<file path="config.mk">
export PLATFORM = sky130hd
export DESIGN_NAME = des_subkey_gen_dec
export DESIGN_NICKNAME = d
export VERILOG_FILES = /design/src/rtl/des_pkg.sv /design/src/rtl/des_rotr28.sv /design/src/rtl/des_subkey_gen_dec.sv
export SDC_FILE = /design/constraint.sdc
export NUM_CORES = 1
export LEC_CHECK = 0
export ABC_CLOCK_PERIOD_IN_PS = 2080
export BUFFER_PORTS_ARGS = -buffer_cell sky130_fd_sc_hd__buf_2
export CAP_MARGIN = 20
export CORE_UTILIZATION = 45
export DETAILED_ROUTE_END_ITERATION = 16
export HOLD_SLACK_MARGIN = 0.15
export PLACE_DENSITY = 0.84
export SLEW_MARGIN = 10
export SYNTH_ARGS = -nofsm -noshare
export SYNTH_HDL_FRONTEND = slang
export SYNTH_SLANG_ARGS = --single-unit
export TNS_END_PERCENT = 5
</file>
<file path="constraint.sdc">
create_clock -name clk -period 2.08 [get_ports clk]
set_clock_uncertainty 0.1 [all_clocks]
set_input_delay 0.104 -clock clk [delete_from_list [all_inputs] [get_ports clk]]
set_output_delay 0.104 -clock clk [all_outputs]
set_load 0.02 [all_outputs]
</file>
<file path="src/rtl/des_pkg.sv">
// DES key-schedule constants and permutations shared by the decrypt subkey generator.
// Bit numbering follows the port vectors: index 1 is the LSB, DES table entry n names the n-th bit from the MSB.
package des_pkg;

    localparam int DES_ROUNDS = 16;

    typedef enum logic [1:0] {
        S_IDLE = 2'd0,
        S_EMIT = 2'd1,
        S_FIN  = 2'd2
    } state_e;

    localparam int PC1_TAB [1:56] = '{
        57, 49, 41, 33, 25, 17,  9,  1, 58, 50, 42, 34, 26, 18,
        10,  2, 59, 51, 43, 35, 27, 19, 11,  3, 60, 52, 44, 36,
        63, 55, 47, 39, 31, 23, 15,  7, 62, 54, 46, 38, 30, 22,
        14,  6, 61, 53, 45, 37, 29, 21, 13,  5, 28, 20, 12,  4
    };

    localparam int PC2_TAB [1:48] = '{
        14, 17, 11, 24,  1,  5,  3, 28, 15,  6, 21, 10,
        23, 19, 12,  4, 26,  8, 16,  7, 27, 20, 13,  2,
        41, 52, 31, 37, 47, 55, 30, 40, 51, 45, 33, 48,
        44, 49, 39, 56, 34, 53, 46, 42, 50, 36, 29, 32
    };

    // Right-rotate amount applied before emitting the subkey for schedule step n.
    localparam int ROT_DEC [1:16] = '{0, 1, 2, 2, 2, 2, 2, 2, 1, 2, 2, 2, 2, 2, 2, 1};

    function automatic logic [56:1] pc1(input logic [64:1] k);
        logic [56:1] r;
        r = '0;
        for (int i = 1; i <= 56; i++) begin
            r[57 - i] = k[65 - PC1_TAB[i]];
        end
        return r;
    endfunction

    function automatic logic [48:1] pc2(input logic [56:1] cd);
        logic [48:1] r;
        r = '0;
        for (int i = 1; i <= 48; i++) begin
            r[49 - i] = cd[57 - PC2_TAB[i]];
        end
        return r;
    endfunction

    // True when the step that follows `step` rotates by two; steps past the end report one.
    function automatic logic rot_next_is_two(input logic [4:0] step);
        logic r;
        r = 1'b0;
        for (int i = 2; i <= 16; i++) begin
            if (int'(step) + 1 == i) r = (ROT_DEC[i] == 2);
        end
        return r;
    endfunction

endpackage

</file>
<file path="src/rtl/des_rotr28.sv">
// Combinational 28-bit right rotate of one key half by one or two positions.
module des_rotr28 (
    input  logic [28:1] x_i,
    input  logic        two_i,
    output logic [28:1] y_o
);

    assign y_o = two_i ? {x_i[2:1], x_i[28:3]} : {x_i[1], x_i[28:2]};

endmodule

</file>
<file path="src/rtl/des_subkey_gen_dec.sv">
// Sequential DES decryption key schedule: emits K16 down to K1, one per valid/ready handshake.
// C/D halves rotate right so the schedule walks the encryption schedule backwards.
module des_subkey_gen_dec
    import des_pkg::*;
#(
    parameter int NUM_ROUNDS = DES_ROUNDS
) (
    input  logic        clk,
    input  logic        rst_n,
    input  logic        start,
    input  logic [64:1] key,
    output logic [48:1] subkey,
    output logic        subkey_valid,
    input  logic        subkey_ready,
    output logic [4:1]  round_idx,
    output logic        busy,
    output logic        done
);

    localparam logic [4:0] LAST_STEP = 5'(NUM_ROUNDS);

    state_e      state_q, state_d;
    logic [4:0]  step_q, step_d;
    logic [28:1] c_q, c_d, d_q, d_d;
    logic [48:1] subkey_q, subkey_d;
    logic [3:0]  round_q, round_d;
    logic        valid_q, valid_d;
    logic        busy_q, busy_d;
    logic        done_q, done_d;

    logic [56:1] key_pc1;
    logic        rot_two;
    logic [28:1] c_rot, d_rot;

    assign key_pc1 = pc1(key);
    assign rot_two = rot_next_is_two(step_q);

    des_rotr28 u_rotr_c (.x_i(c_q), .two_i(rot_two), .y_o(c_rot));
    des_rotr28 u_rotr_d (.x_i(d_q), .two_i(rot_two), .y_o(d_rot));

    always_comb begin
        // NOTE: every next-state signal gets its hold value first so no path leaves one unassigned (no latches).
        state_d  = state_q;
        step_d   = step_q;
        c_d      = c_q;
        d_d      = d_q;
        subkey_d = subkey_q;
        round_d  = round_q;
        valid_d  = valid_q;
        busy_d   = busy_q;
        done_d   = 1'b0;

        unique case (state_q)
            S_IDLE: begin
                if (start) begin
                    c_d      = key_pc1[56:29];
                    d_d      = key_pc1[28:1];
                    subkey_d = pc2(key_pc1);
                    round_d  = 4'd0;  // round 16 wraps to 0 in four bits
                    step_d   = 5'd1;
                    valid_d  = 1'b1;
                    busy_d   = 1'b1;
                    state_d  = S_EMIT;
                end
            end
            S_EMIT: begin
                if (valid_q && subkey_ready) begin
                    if (step_q == LAST_STEP) begin
                        valid_d = 1'b0;
                        done_d  = 1'b1;
                        state_d = S_FIN;
                    end else begin
                        step_d   = step_q + 5'd1;
                        c_d      = c_rot;
                        d_d      = d_rot;
                        subkey_d = pc2({c_rot, d_rot});
                        round_d  = round_q - 4'd1;
                    end
                end
            end
            S_FIN: begin
                busy_d  = 1'b0;
                state_d = S_IDLE;
            end
            default: state_d = S_IDLE;
        endcase
    end

    // NOTE: sequential state uses non-blocking assignments so every register samples pre-edge values.
    always_ff @(posedge clk or negedge rst_n) begin
        if (!rst_n) begin
            state_q  <= S_IDLE;
            step_q   <= '0;
            c_q      <= '0;
            d_q      <= '0;
            subkey_q <= '0;
            round_q  <= '0;
            valid_q  <= 1'b0;
            busy_q   <= 1'b0;
            done_q   <= 1'b0;
        end else begin
            state_q  <= state_d;
            step_q   <= step_d;
            c_q      <= c_d;
            d_q      <= d_d;
            subkey_q <= subkey_d;
            round_q  <= round_d;
            valid_q  <= valid_d;
            busy_q   <= busy_d;
            done_q   <= done_d;
        end
    end

    assign subkey       = subkey_q;
    assign subkey_valid = valid_q;
    assign round_idx    = round_q;
    assign busy         = busy_q;
    assign done         = done_q;

endmodule

</file>
==> results_dict.tcl <==
set metrics [dict create \
    synth_top_family_by_area "simple AND/OR/NAND/NOR gates" \
    clk_latency_ns 0.34 \
    drc 0 \
    arrival_ns 2.33 \
    synth_fp_nets 651 \
    nets 777 \
    grtUsageTotal 0.259 \
    ios 123 \
    grt_pass1_vias 4813 \
    hpwl_um 8200 \
    synth-compound-area-share 0.173 \
    power_density_mw_per_mm2 1520 \
    num_rows 36 \
    antenna_found_initial 0 \
    yosysSeqAreaShare 0.375 \
    rsz0062_at_grt "true" \
    cts-buffers-inserted 9 \
    worst_hold_slack_ns 0.243 \
    via_count 4804 \
    syn-cell-area_mm2 0.00468 \
    area_delta_synth_final_pct 34.4 \
    synthCells 577 \
    ant_nets 0 \
    worst_slew_pin_slew_ns 0.680 \
    preCtsSetupSlack_ns -0.161 \
    fin_crit_sh 1.05 \
    grt_pass1_wl_um 23000 \
    clk_pin_slew_ns 0.08 \
    ir_drop_mv 0.609 \
    slew_violations 0 \
    setup_violations 52 \
    fp.dieArea_mm2 0.0108 \
    cap_viol_max_count 0 \
    crit_required_ns 2.22 \
    min_path_type "in -> async" \
    cts_tree "yes" \
    cp-end-kind "register" \
    synthAdderAreaFrac 0.0161 \
    final_util 0.634 \
    hold_viol 0 \
    cts_sinks 70 \
    yosysWarningCount 0 \
    routed_wirelength_um 13800 \
    cts_root_buf "clkbuf_8" \
    total_power_uw 9550 \
    syn-mean-instance-area_um2 8.11 \
    drive_above_1_share 0.282 \
    clk_path_buf_depth 2 \
    power.leakage_uw 0.00267 \
    violations "setup timing" \
    tns_ns -2.27 \
    synth_cell_type_count 40 \
    start_util 0.472 \
    period_minus_slack_ns 2.18 \
    via_per_inst 5.71 \
    drtPass1Iterations 5 \
    drtIter0Drc 407 \
    core_mm2 0.00991 \
    synth-xor-area-share 0 \
    ys_ff_latch 70 \
    synth_mux_area_frac 0.0171 \
    grt_max_degree 64 \
    htreeDepth 3 \
    relSlewSlack 0.546 \
    synth-simple-area-share 0.277 \
    crit_fanout 11 \
    num_antenna_cells 0 \
    crit_type "reg -> reg" \
    grt_overflow 0 \
    fin_ws_ns -0.105 \
    fp.dieW_um 104 \
    fmax_mhz 458 \
    status "finished, violations left" \
    wl_per_cell_um 16.5 \
    critPathLaunchType "register" \
    die_h_um 104 \
    gp_congestion 0.873 \
    port_buffers 114 \
]
[cell type report]
type                       instances  area (µm²)
clock inverter                     5         106
timing repair buffer             212        1630
fill                             774        3620
inverter                           6        27.5
multi-input combinational        404        2460
sequential                        70        1760
tap                              133         166
clock buffer                      11         141
[flip-flops by register name, summed over array words and instances, names as in the netlist]
| register | flops |
|---|---|
| busy | 1 |
| c_q | 27 |
| d_q | 27 |
| done | 1 |
| round_idx | 4 |
| state_q | 2 |
| step_q | 5 |
| subkey | 2 |
| subkey_valid | 1 |
[cells in the final DEF (no fill, tap or decap), types with 2 or more instances in the layout]
master	count
dfrtp_2	3
nor2_1	61
clkbuf_8	10
nand3_1	99
bufinv_16	3
dfrtp_1	67
and3_4	2
a21oi_1	61
buf_6	7
buf_4	20
nor2b_4	2
a31oi_1	50
dlygate4sd3_1	59
a21o_1	2
nor2b_1	7
o21ai_1	7
buf_12	10
nand4_1	2
nor3_1	2
buf_2	114
o21ai_0	8
inv_1	4
nand2_1	9
inv_4	2
ha_4	4
mux2i_1	7
nand3_2	4
o22ai_1	2
nand2b_1	54
[where the power goes]
| group | leakage [µW] | total, µW | internal (µW) | switching, µW |
|---|---|---|---|---|
| sequential | 0.000808 | 2780 | 1990 | 783 |
| clock | 0.000120 | 1360 | 833 | 532 |
| combinational | 0.00174 | 5410 | 2380 | 3030 |
[synth_stat cells, drive strengths merged]
| library cell | n | area [µm²] |
|---|---|---|
| nand4bb | 1 | 11.3 |
| nor3 | 2 | 10.0 |
| dfrtp | 70 | 1750 |
| nor4 | 1 | 6.26 |
| nor3b | 1 | 7.51 |
| nor2 | 61 | 229 |
| a32o | 1 | 10.0 |
| ha | 6 | 75.1 |
| o311ai | 1 | 16.3 |
| o22ai | 2 | 12.5 |
| a21oi | 63 | 327 |
| o21bai | 1 | 7.51 |
| clkbuf | 20 | 75.1 |
| o21ai | 15 | 75.1 |
| nand4 | 3 | 33.8 |
| a21o | 2 | 15.0 |
| nand3b | 1 | 7.51 |
| buf | 77 | 566 |
| inv | 6 | 22.5 |
| or4 | 1 | 7.51 |
| and3 | 2 | 17.5 |
| mux2i | 8 | 80.1 |
| nor2b | 9 | 56.3 |
| nand2 | 9 | 33.8 |
| or2b | 1 | 7.51 |
| o311a | 1 | 10.0 |
| nand2b | 55 | 344 |
| a31oi | 51 | 319 |
| o31ai | 1 | 7.51 |
| a21bo | 1 | 10.0 |
| nand3 | 104 | 526 |
[per-layer routing]
metal	GRT usage	routed length [µm]	vias to the layer above
met1	0.316	5570	2284
met3	0.0345	894	33
met2	0.463	7130	248
met5	0	0	-
met4	0.101	247	0
li1	-	-	2239
[worst max-delay path, cell delays in order, from the launching register on]
cell and delay [ns]:
dfrtp_2 0.49, inv_4 0.08, ha_4 0.17, or4_4 0.55, o311ai_4 0.09, buf_6 0.18, buf_6 0.15, nand3_1 0.09
a31oi_1 0.19
[final timing paths]
path	end	startpoint	cells past startpoint	slack (ns)
max	d_q[19]$_DFFE_PN0P_	step_q[0]$_DFFE_PN0P_	8	-0.10
min	d_q[10]$_DFFE_PN0P_	rst_n	2	0.24
max reg2reg	d_q[19]$_DFFE_PN0P_	step_q[0]$_DFFE_PN0P_	8	-0.10
min reg2reg	d_q[12]$_DFFE_PN0P_	d_q[14]$_DFFE_PN0P_	2	0.45
max in group asynchronous	d_q[1]$_DFFE_PN0P_	rst_n	3	1.01
min in group clk	d_q[12]$_DFFE_PN0P_	d_q[14]$_DFFE_PN0P_	2	0.45
[kinds of logic after synthesis]
kind of cell             Yosys count
buffers and inverters            103
flip-flops                        70
AND/OR/NAND/NOR                  251
multiplexers                       8
AO/OA/AOI/OAI                    139
adder cells (fa/ha/maj)            6
[through the flow]
stage | instance area, µm² | cells
detailed placement | 5120 | 756
CTS | 6200 | 839
floorplan | 4680 | 577
global placement | 5120 | 756
finish | 6290 | 841
global route | 6290 | 841
[what timing repair did]
item	in CTS	in global routing
setup buffers	6	3
endpoints found under the setup margin	62	61
pin swaps	14	23
resized for setup	27	17
gates cloned	2	0
endpoints found under the hold margin	92	0
hold buffers	59	0
No activity file was read; power rests on OpenSTA's default activity.
